File: src/rtl/sadd_sched.sv
// Sequencer for a mux-based scaled stochastic adder.
// Sobol (bit-reversed) select order with valid/first/last/done framing.
module sadd_sched #(
  parameter int INUM    = 8,
  parameter int LOGINUM = 3,
  parameter int LENW    = 8
) (
  input  logic               clk,
  input  logic               rst,
  input  logic               start,
  input  logic [LENW-1:0]    len,
  input  logic               stall,
  input  logic               abort,
  output logic               busy,
  output logic               valid,
  output logic [LOGINUM-1:0] sel,
  output logic               first,
  output logic               last,
  output logic               done
);

  typedef enum logic [1:0] {
    IDLE = 2'd0,
    RUN  = 2'd1,
    DONE = 2'd2
  } state_t;

  state_t             state;
  logic [LOGINUM-1:0] phase;
  logic [LENW-1:0]    count;
  logic [LENW-1:0]    len_q;
  logic [LENW-1:0]    last_cnt;
  logic [LOGINUM-1:0] phase_rev;
  logic               run;
  logic               at_last;

  // len_q of 0 wraps to all-ones, giving a 2**LENW stream
  assign last_cnt = len_q - 1'b1;
  assign run      = (state == RUN);
  assign at_last  = (count == last_cnt);

  always_comb begin
    phase_rev = '0;
    for (int i = 0; i < LOGINUM; i++)
      phase_rev[i] = phase[LOGINUM-1-i];
  end

  assign busy  = (state != IDLE);
  assign valid = run & ~stall & ~abort;
  assign sel   = run ? phase_rev : '0;
  assign first = valid & (count == '0);
  assign last  = valid & at_last;
  assign done  = (state == DONE);

  always_ff @(posedge clk) begin
    if (rst) begin
      state <= IDLE;
      phase <= '0;
      count <= '0;
      len_q <= '0;
    end else begin
      unique case (state)
        IDLE: begin
          if (start) begin
            state <= RUN;
            len_q <= len;
            count <= '0;
            phase <= '0;
          end
        end
        RUN: begin
          if (abort) begin
            state <= IDLE;
          end else if (!stall) begin
            count <= count + 1'b1;
            phase <= phase + 1'b1;
            if (at_last)
              state <= DONE;
          end
        end
        DONE: state <= IDLE;
        default: state <= IDLE;
      endcase
    end
  end

endmodule

File: config.mk
export PLATFORM = sky130hd
export DESIGN_NAME = sadd_sched
export DESIGN_NICKNAME = d
export VERILOG_FILES = /design/src/rtl/sadd_sched.sv
export SDC_FILE = /design/constraint.sdc
export NUM_CORES = 1
export LEC_CHECK = 0
export BUFFER_PORTS_ARGS = -buffer_cell sky130_fd_sc_hd__clkbuf_2
export CORE_MARGIN = 10
export CORE_UTILIZATION = 35
export DETAILED_ROUTE_END_ITERATION = 8
export HOLD_SLACK_MARGIN = 0.15
export PLACE_DENSITY = 0.52
export SLEW_MARGIN = 20
export SYNTH_ARGS = -nofsm -noshare
export SYNTH_HDL_FRONTEND = slang
export SYNTH_SLANG_ARGS = --single-unit
File: constraint.sdc
create_clock -name clk -period 6.7 [get_ports clk]
set_clock_uncertainty 0.2 [all_clocks]
set_input_delay 1.34 -clock clk [delete_from_list [all_inputs] [get_ports clk]]
set_output_delay 1.34 -clock clk [all_outputs]
set_load 0.005 [all_outputs]
[Word level (Yosys, flattened, before mapping)]
Index checks and enable logic that the tools add are counted.
Storage, ports and cells
  register bits: 21
  input port bits: 13
  logic and storage cells: 42
Operators by class
  $add $sub $neg: 3
  equal/unequal tests: 8
  muxes and demuxes: 14
  bitwise logic cells: 6
  reductions and logical operators: 7
Operator list (count)
  two-way mux 8 bit: 3
  one-hot mux 8 bit (2 select lines): 1
  two-way mux 3 bit: 4
  adder 8 x 1 -> 8 bit, second input constant: 1
  equality test 8 bit: 1
  logical NOT 8 bit: 1
  two-way mux 2 bit: 4
  subtractor 8 x 1 -> 8 bit, second input constant: 1
  != test 2 bit, second input constant: 3
  one-hot mux 3 bit (2 select lines): 1
  AND 1 bit: 4
  one-hot mux 2 bit (2 select lines): 1
  AND reduction 4 bit: 1
  nonzero test 2 bit: 2
  adder 3 x 1 -> 3 bit, second input constant: 1
  != test 3 x 2 -> 1 bit, second input constant: 1
  != test 3 bit, second input constant: 1
  AND reduction 3 bit: 1
  equality test 2 x 1 -> 1 bit, second input constant: 1
  equality test 2 bit, second input constant: 1
  logical NOT 2 bit: 1
  inverter 1 bit: 2
  AND reduction 2 bit: 1

[Depth between registers and ports, before layout]
Gate-level depths: netlist of run 1.
  depth in word-level cells: 6
  mapped depth: 7

[Least setup slack after synthesis of run 1]
Ideal clock, no wire load.
  path type: input to output
  start: input stall
  end: output last
  arrival time: 2.071 ns
  data required time: 5.160 ns
  setup slack: 3.089 ns
  stages: 4
  buffers on the path: 0
  path through: nor2_1 > o211ai_1 > or3_4 > nor3_1
Between the ends
  word-level cells in the longest chain between the ends: 4
Ends and longest elaborated chain
  from (decl): RTL line 12  | input logic stall,
  inverter 1 bit: RTL line 49  | assign valid = run & ~stall & ~abort;
  AND 1 bit (2 in a row): RTL line 49
  AND 1 bit: RTL line 52  | assign last = valid & at_last;
  to (decl): RTL line 18  | output logic last,
Every way passes these cells.

[Worst setup path in the final report of run 1]
  start: register len_q[0]
  end: output last
Between the ends
  word-level cells in the longest chain between the ends: 3
Ends and longest elaborated chain
  from (decl): RTL line 31  | logic [LENW-1:0] len_q;
  from (signal assigned): RTL line 66  | len_q <= len;
  subtractor 8 x 1 -> 8 bit: RTL line 38  | assign last_cnt = len_q - 1'b1;
  equality test 8 bit: RTL line 40  | assign at_last = (count == last_cnt);
  AND 1 bit: RTL line 52
Every way passes these cells.

==> results by group, run 1 <==
Finish
  – Layout area overhead: 13.78%
  – Final instance area: 1364 um^2
  – Nets@finish: 187
  – Proportion of layout cells with a drive suffix above 1: 16.57%
  – Diode count: 0
  – Fill count: 377

Worst setup path
  – Critical path class: reg -> out
  – Buf/Inv on CP: 2
  – Start of the worst register-to-register path: len_q[0]
  – CP startpoint kind: register
  – CP Capture Type: primary output
  – Crit Path Max Fanout: 8
  – Critical Path Source: len_q[0]
  – Worst path slowest cell: or4b_1
  – Largest delay share family, worst path: simple AND/OR/NAND/NOR gates
  – CP peak stage delay: 550 ps
  – Critical path data arrival time: 2380 ps
  – Crit path required time: 5160 ps
  – Worst path cell trace: inv_1 -> ha_1 -> or4b_1 -> a31oi_1 -> o22ai_1 -> nor3_1 -> clkbuf_2

Route
  – Routed vias/inst: 4.874
  – Final WL: 2.724 mm
  – Remaining DRCs: 0
  – Antenna-violating nets left: 0
  – Drt first pass iters: 4
  – Initial DRC Count: 69
  – Via count: 1048
  – Routed WL per cell: 12.67 um

Logic synthesis
  – Sequential share of the synthesized area: 35.07%
  – Mean area per synthesized cell: 7.991 um^2
  – Post-Synth Simple-Gate Area: 32.25%
  – EDFF count, synth: 0
  – Synth Area in XOR/XNOR: 11.69%
  – Synth Cell Area: 1199 um^2
  – Yosys warning count: 0
  – Ys flop type: dfxtp_1
  – Post-Synth Adder-Cell Area: 4.175%
  – Mux share of post-synthesis cell area: 0%
  – Synth Area in Compound Gates: 13.05%
  – FFs w/ async S/R, synth: 0%
  – Flops & latches, synth: 21
  – Largest family of logic cells by synthesized area: simple AND/OR/NAND/NOR gates
  – Yosys cell types: 36
  – Cells after Synth: 150
  – Syn nets: 167

Clock network
  – CTS Buf Count: 3
  – Total clock sinks: 21
  – Worst-Skew Late Latency: 300 ps
  – H-tree levels: 1
  – Clock slew at reported path FFs: 120 ps
  – Max Root-Sink Buffers: 2
  – CTS tree: yes
  – Root buf cell: clkbuf_4
  – Post-CTS Resized: 0
  – Hold_buf cts: 0
  – Post-CTS setup buffer count: 0

STA
  – Worst rel slew slack: 65.87%
  – Final worst slack: 2779 ps
  – Final setup fails: 0
  – Worst-margin pin slew: 508.9 ps
  – Endpoints failing hold: 0
  – Worst hold slack: 274.6 ps
  – Unrepaired setup endpoints after global routing: false
  – Crit path time final: 3921 ps
  – Final setup TNS: 0 ps
  – Fmax: 255.0 MHz
  – Slew Viols, Final: 0
  – Fraction of the cycle the final worst path needs: 58.53%

Placed design
  – Final HPWL DP: 2.132 mm
  – GPL Wtd Cong: 0.7248
  – Worst slack, placed: 2839 ps
  – Input/output buffers: 20
  – Placed Area: 1338 um^2

Global routing
  – First-pass GRT wire length: 4.657 mm
  – Largest net degree at the start of global routing: 14
  – GR Util All Layers: 9.047%
  – Remaining Overflow, GRT: 0
  – Initial antenna violation count: 0
  – Number of global-route vias before repair: 1010

Power
  – Int Pwr: 172.9 uW
  – Tot Pwr: 241.6 uW
  – Clk network pwr share: 25.5%
  – Switching power: 68.67 uW
  – Switch share: 28.43%
  – PD cells: 177.1 nW/um^2
  – Pleak: 0.5322 nW
  – Sequential share of power: 56.0%
  – Gate power share: 18.6%
  – Maximum vdd drop: 0.0001061 V

Hold path
  – Worst Min Path Start: len_q[7]
  – Worst min-delay path category: reg -> reg

Floorplanning
  – Chip Width: 78.52 um
  – DIE HEIGHT: 78.52 um
  – # rows: 21
  – CORE AREA: 3311 um^2
  – Initial Util: 36.21%
  – Die area: 6165 um^2
  – Io pins: 21

Outcome
  – Status: completed

Flow run
  – # Max-Cap Violations: 0
==> routing by layer <==
layer / vias up / GRT usage [%] / wire length (um) / share of wire, %
li1: 551 / - / - / -
met1: 480 / 11.32 / 1295 / 48
met4: 0 / 3.763 / 14 / 0.51
met5: - / 0 / 0 / 0
met3: 2 / 2.278 / 125 / 4.6
met2: 15 / 14.39 / 1288 / 47
==> cell usage after synthesis, drive strengths merged, types with 3 or more instances <==
library cell | number | area (um^2)
nand2 | 21 | 78.83
nand3 | 5 | 25.02
inv | 7 | 26.28
ha | 4 | 50.05
and2 | 4 | 25.02
xor2 | 7 | 61.31
nor4 | 3 | 33.78
nor3 | 3 | 15.01
dfxtp | 21 | 420.4
nand4 | 3 | 18.77
a21oi | 15 | 78.83
nand2b | 6 | 37.54
nor2 | 13 | 48.80
or3 | 3 | 28.78
clkbuf | 5 | 18.77
xnor2 | 9 | 78.83
==> registers in the layout (all words and copies together) (netlist names) <==
register,cells
len_q,8
count,8
state,2
phase,3
==> final timing paths <==
kind,end,slack (ps),cells after the start
setup / recovery,last,2780,7
hold / removal,len_q[7],270,2
setup reg to reg,state[0],4330,6
hold reg to reg,len_q[7],270,2
==> cell type report <==
type / count / area (um^2) / share of cell area [%]
flip-flops and latches: 21 / 420.4 / 30.83
repair buffers: 20 / 100.1 / 7.339
multi-input cells: 117 / 733.2 / 53.76
inverters: 7 / 26.28 / 1.927
well taps: 46 / 57.56 / 4.220
clock buffers: 4 / 26.28 / 1.927
==> power by group through the flow <==
| stage | registers (mW) | clock network, mW | logic [mW] |
|---|---|---|---|
| after floorplan | 0.137 | 0 | 0.0340 |
| after global placement | 0.138 | 0 | 0.0444 |
| after detailed placement | 0.138 | 0 | 0.0454 |
| after CTS | 0.135 | 0.0658 | 0.0456 |
| after global routing | 0.136 | 0.0701 | 0.0510 |
| final | 0.135 | 0.0616 | 0.0448 |
==> per-stage QoR <==
step | util [%] | std cells
4_1_cts | 41.19 | 215
5_1_grt | 41.19 | 215
6_report | 41.19 | 215
3_5_place_dp | 40.40 | 211
2_1_floorplan | - | 150
3_3_place_gp | 40.40 | 211
==> cell families (layout without fill, tap and decap cells) <==
| logic type | after synthesis | after routing |
|---|---|---|
| AO/OA/AOI/OAI | 26 | 26 |
| AND/OR/NAND/NOR | 71 | 71 |
| XOR/XNOR | 16 | 16 |
| flip-flops | 21 | 21 |
| adder cells (fa/ha/maj) | 4 | 4 |
| buffers and inverters | 12 | 31 |
==> worst min-delay path: cells and delay by family (launching register included) <==
| kind | cells | cell delay (ps) |
|---|---|---|
| flops | 1 | 340 |
| compound gates | 1 | 50 |
| simple gates | 1 | 50 |
==> cell usage in the layout (no fill, tap or decap), types with 2 or more instances in the layout <==
cell       n
o211ai_1   2
xnor2_1    9
nor2b_1    2
a21oi_1   14
ha_1       4
dfxtp_1   21
nand3_1    5
nand2b_1   6
or3_4      2
and3_1     2
clkbuf_4   3
clkbuf_2  20
nand4_1    3
nand2_1   21
xor2_1     7
nor3_1     3
nor4_1     2
nor2_1    13
a31oi_1    2
and2_1     4
inv_1      7
Power figures use the tool's default switching activity.
==> run 2, diff against run 1 <==
==> constraint.sdc (replaced) <==
create_clock -name clk -period 4.1 [get_ports clk]
set_clock_uncertainty 0.2 [all_clocks]
set_input_delay 0.82 -clock clk [delete_from_list [all_inputs] [get_ports clk]]
set_output_delay 0.82 -clock clk [all_outputs]
set_load 0.005 [all_outputs]
==> run 2 against run 1 <==
  * Die area unchanged
  * Global-route usage rose by 0.39 points
  * Via count is 1.3% higher
  * Critical path depth stayed put
  * First-iteration DRC count did not move
  * Non-clock buffer count unchanged
  * Hold slack better by 9.3 ps
  * Power increased by 66%
  * Clock power increased by 72%
  * Sequential share of layout area is the same
  * Design area stayed put
==> results by group, run 2 (same netlist as run 1, synthesis figures left out) <==
Route
  – Drt first pass iters: 4
  – Antenna-violating nets left: 0
  – Initial DRC Count: 69
  – Via count: 1062
  – Routed vias/inst: 4.940
  – Routed WL per cell: 12.98 um
  – Final WL: 2.790 mm
  – Remaining DRCs: 0

Worst setup path
  – Critical Path Source: len_q[0]
  – Critical path class: reg -> out
  – Crit Path Max Fanout: 8
  – Worst path cell trace: inv_1 -> ha_1 -> or4b_1 -> a31oi_1 -> o22ai_1 -> nor3_1 -> clkbuf_2
  – Worst reg-to-reg setup slack: 1830 ps
  – Worst r2r dst: state[0]
  – CP peak stage delay: 540 ps
  – Worst path slowest cell: or4b_1
  – CP startpoint kind: register
  – Critical Path End: last
  – Crit path required time: 3080 ps
  – Start of the worst register-to-register path: len_q[0]
  – Worst R2R Path Depth: 6
  – Critical path data arrival time: 2290 ps
  – CP Capture Type: primary output

Finish
  – Commonest cells after routing, fill and taps aside: nand2_1, dfxtp_1, clkbuf_2, a21oi_1, nor2_1
  – Fill count: 367
  – Regs by FF count: count (8), len_q (8), phase (3)
  – Proportion of layout cells with a drive suffix above 1: 16.57%
  – Nets@finish: 187
  – Diode count: 0
  – Layout area overhead: 13.78%

Clock network
  – Root buf cell: clkbuf_4
  – CTS Buf Count: 3
  – Post-CTS Resized: 0
  – Total clock sinks: 21
  – Worst-Skew Late Latency: 310 ps
  – Max Root-Sink Buffers: 2
  – Post-CTS setup buffer count: 0
  – Clock slew at reported path FFs: 120 ps
  – H-tree levels: 1
  – CTS tree: yes
  – Hold_buf cts: 0

Floorplanning
  – Die area: 6165 um^2
  – Io pins: 21
  – Initial Util: 36.21%
  – Chip Width: 78.52 um
  – CORE AREA: 3311 um^2
  – DIE HEIGHT: 78.52 um
  – # rows: 21

Placed design
  – Worst slack, placed: 1162 ps
  – GPL Wtd Cong: 0.8171
  – Input/output buffers: 20
  – Final HPWL DP: 2.171 mm

Global routing
  – First-pass GRT wire length: 4.816 mm
  – Initial antenna violation count: 0
  – GR Util All Layers: 9.435%
  – Largest net degree at the start of global routing: 14
  – Number of global-route vias before repair: 1034
  – Remaining Overflow, GRT: 0

STA
  – Fmax: 302.1 MHz
  – Slew Viols, Final: 0
  – Fraction of the cycle the final worst path needs: 80.74%
  – Worst rel slew slack: 63.21%
  – Unrepaired setup endpoints after global routing: false
  – Worst-margin pin slew: 548.6 ps
  – Crit path time final: 3310 ps
  – Final setup fails: 0
  – Final worst slack: 789.7 ps
  – Final setup TNS: 0 ps
  – Endpoints failing hold: 0

Power
  – Maximum vdd drop: 0.0001464 V
  – PD cells: 294.4 nW/um^2
  – Tot Pwr: 401.5 uW
  – Pleak: 0.5322 nW

Flow run
  – # Max-Cap Violations: 0

Outcome
  – Status: completed

Hold path
  – Worst min-delay path category: reg -> reg
==> run 2: cell counts in the layout (fill, tap and decap cells not counted) <==
No cell type changed its count.
==> run 2: report_power, final <==
group | leakage [nW] | internal [mW] | total [mW] | switching (mW)
sequential | 0.171 | 0.212 | 0.221 | 0.00978
combinational | 0.346 | 0.0332 | 0.0740 | 0.0408
clock | 0.0150 | 0.0380 | 0.106 | 0.0683
total | 0.532 | 0.283 | 0.402 | 0.119
==> run 2: worst max-delay path, delay by kind of cell (launching register included) <==
family,cells,cell delay [ps]
AND/OR/NAND/NOR,2,730
flip-flops,1,440
buffers and inverters,2,210
adder cells (fa/ha/maj),1,280
AO/OA/AOI/OAI,2,330
==> run 2: through the flow <==
| step | hold slack [ps] | cells | cell area [um^2] | util [%] |
|---|---|---|---|---|
| 6_report | 284.0 | 215 | 1364 | 41.19 |
| 4_1_cts | 289.1 | 215 | 1364 | 41.19 |
| 3_3_place_gp | 270.8 | 211 | 1338 | 40.40 |
| 3_5_place_dp | 271.2 | 211 | 1338 | 40.40 |
| 5_1_grt | 315.9 | 215 | 1364 | 41.19 |
| 2_1_floorplan | 248.8 | 150 | 1199 | - |
==> run 2: per-layer routing <==
layer	share of wire [%]	vias to the layer above	GRT usage [%]	wire length (um)
met3	6.6	4	2.392	183
met4	0.79	0	3.226	22
met1	47	471	12.48	1303
li1	-	552	-	-
met2	46	35	14.47	1280
met5	0	-	0	0
==> run 2: cell type report <==
type | count | area, um^2 | area share [%]
Timing Repair Buffer | 20 | 100.1 | 7.339
Multi-Input combinational cell | 117 | 733.2 | 53.76
Sequential cell | 21 | 420.4 | 30.83
Tap cell | 46 | 57.56 | 4.220
Clock buffer | 4 | 26.28 | 1.927
Inverter | 7 | 26.28 | 1.927
==> run 2: worst min path at each step <==
| stage | slack (ps) | endpoint | depth (start not counted) | start |
|---|---|---|---|---|
| after global placement | 270 | len_q[7] | 2 | len_q[7] |
| after global routing | 320 | len_q[7] | 2 | len_q[7] |
| after detailed placement | 270 | len_q[7] | 2 | len_q[7] |
| after floorplan | 250 | len_q[7] | 2 | len_q[7] |
| after CTS | 290 | len_q[7] | 2 | len_q[7] |
| final | 280 | len_q[7] | 2 | len_q[7] |
==> run 3, diff against run 2 <==
--- a/config.mk
+++ b/config.mk
@@ -10,7 +10,7 @@
 export CORE_UTILIZATION = 35
 export DETAILED_ROUTE_END_ITERATION = 8
 export HOLD_SLACK_MARGIN = 0.15
-export PLACE_DENSITY = 0.52
+export PLACE_DENSITY = 0.54
 export SLEW_MARGIN = 20
 export SYNTH_ARGS = -nofsm -noshare
 export SYNTH_HDL_FRONTEND = slang
==> constraint.sdc (replaced) <==
create_clock -name clk -period 2.8 [get_ports clk]
set_clock_uncertainty 0.2 [all_clocks]
set_input_delay 0.56 -clock clk [delete_from_list [all_inputs] [get_ports clk]]
set_output_delay 0.56 -clock clk [all_outputs]
set_load 0.005 [all_outputs]
==> run 3 against run 2 <==
  * Design area rose by 11%
  * First-iteration DRC count decreased by 58%
  * Power increased by 52%
  * Critical path type unchanged
  * Highest routed layer unchanged
  * Sequential power is 45% higher
  * Sequential share of layout area down 2.2 points
  * Final cell count is 6.0% higher
  * Utilization grew 4.4 points
  * Clock power grew 42%
  * Via count is 7.2% higher
  * Routed wire length rose by 9.3%
  * Largest power group unchanged
==> results by group, run 3 (same netlist as run 1, synthesis figures left out) <==
Finish
  – Layout area overhead: 25.99%
  – Final instance area: 1510 um^2
  – Nets@finish: 200
  – Multi-input logic area: 765.7 um^2
  – Fill count: 351
  – Regs by FF count: count (8), len_q (8), phase (3)
  – Commonest cells after routing, fill and taps aside: nand2_1, clkbuf_2, dfxtp_1, a21oi_1, nor2_1
  – Proportion of layout cells with a drive suffix above 1: 28.02%
  – Most common cell after layout, fill and taps aside: nand2_1
  – Register area: 432.9 um^2
  – Diode count: 0

Route
  – Remaining DRCs: 0
  – Routed vias/inst: 4.991
  – Drt first pass iters: 4
  – Via count: 1138
  – Routed WL per cell: 13.38 um
  – Initial DRC Count: 29
  – Antenna-violating nets left: 0
  – Final WL: 3.050 mm

Floorplanning
  – CORE AREA: 3311 um^2
  – Chip Width: 78.52 um
  – DIE HEIGHT: 78.52 um
  – Initial Util: 36.21%
  – # rows: 21
  – Die area: 6165 um^2
  – Io pins: 21

Placed design
  – Input/output buffers: 20
  – Final HPWL DP: 2.213 mm
  – Worst slack, placed: 171.8 ps
  – GPL Wtd Cong: 0.8557
  – Placed Area: 1368 um^2

Worst setup path
  – CP startpoint kind: register
  – Critical path class: reg -> out
  – Worst reg-to-reg setup slack: 600 ps
  – Start of the worst register-to-register path: len_q[3]
  – Worst R2R Path Depth: 6
  – Critical Path Source: len_q[3]
  – Crit path required time: 2040 ps
  – Critical path data arrival time: 2030 ps
  – Crit Path Max Fanout: 3
  – CP Capture Type: primary output

Clock network
  – Clock slew at reported path FFs: 120 ps
  – H-tree levels: 1
  – CTS Buf Count: 3
  – Total clock sinks: 21
  – Worst-Skew Late Latency: 310 ps
  – Max Root-Sink Buffers: 2
  – CTS tree: yes
  – Hold_buf cts: 0
  – Root buf cell: clkbuf_4

Power
  – PD cells: 404.3 nW/um^2
  – Tot Pwr: 610.5 uW
  – Maximum vdd drop: 0.0001884 V
  – Pleak: 0.6064 nW

Global routing
  – GRT met2 Usage: 15.87%
  – Most crowded layer after global routing: met2
  – First-pass GRT wire length: 5.326 mm
  – GR Util All Layers: 10.47%
  – M3 GR Usage: 2.620%
  – M1 GR Usage: 13.69%
  – Initial antenna violation count: 0
  – Largest net degree at the start of global routing: 14
  – Remaining Overflow, GRT: 0
  – Number of global-route vias before repair: 1103

Hold path
  – Worst Min Path Start: len[1]
  – Hold path depth: 3
  – Worst min-delay path category: in -> reg

Outcome
  – Status: completed

Flow run
  – # Max-Cap Violations: 0

STA
  – Fmax: 358.3 MHz
  – Worst-margin pin slew: 566.2 ps
  – Final setup fails: 0
  – Slew Viols, Final: 0
  – Unrepaired setup endpoints after global routing: true
  – Endpoints failing hold: 0
  – Crit path time final: 2791 ps
  – Final worst slack: 9.192 ps
  – Worst rel slew slack: 62.02%
  – Final setup TNS: 0 ps
  – Fraction of the cycle the final worst path needs: 99.67%
[run 3: routing by layer]
layer / up-vias / part of all wire (%)
li1: 573 / -
met1: 535 / 48
met2: 23 / 45
met3: 7 / 5.2
met4: 0 / 2.3
met5: - / 0
[run 3: report_power, final]
group | switching (mW) | internal, mW
clock network | 0.0943 | 0.0558
registers | 0.0120 | 0.309
logic | 0.0702 | 0.0696
[run 3: path summary, 6_finish.rpt]
kind,end
setup / recovery,last
setup reg to reg,state[0]
hold reg to reg,len_q[1]
hold / removal,len_q[1]
[run 3: cell type report]
cell class | instances | area share, %
inverters | 7 | 1.740
well taps | 46 | 3.811
multi-input cells | 117 | 50.70
clock buffers | 4 | 1.740
repair buffers | 33 | 13.34
flip-flops and latches | 21 | 28.67
[run 3: critical path: stages, from the launching register on]
cell,delay (ps)
dfxtp_4,360
or3_4,400
nor4_4,230
xnor2_1,100
or3_4,410
nor3_2,100
buf_2,130
[run 3: per-stage QoR]
stage / util, % / cells / hold slack (ps)
2_1_floorplan: - / 150 / 248.8
3_5_place_dp: 41.31 / 215 / 282.2
4_1_cts: 45.35 / 228 / 248.7
3_3_place_gp: 41.31 / 215 / 269.6
5_1_grt: 45.62 / 228 / 244.1
6_report: 45.62 / 228 / 250.8
[run 3: what timing repair did]
item | in CTS | in global routing
pin swaps | 10 | 5
gates resized for setup | 13 | 3
setup endpoints to repair | 1 | 1
buffers inserted | 9 | 0
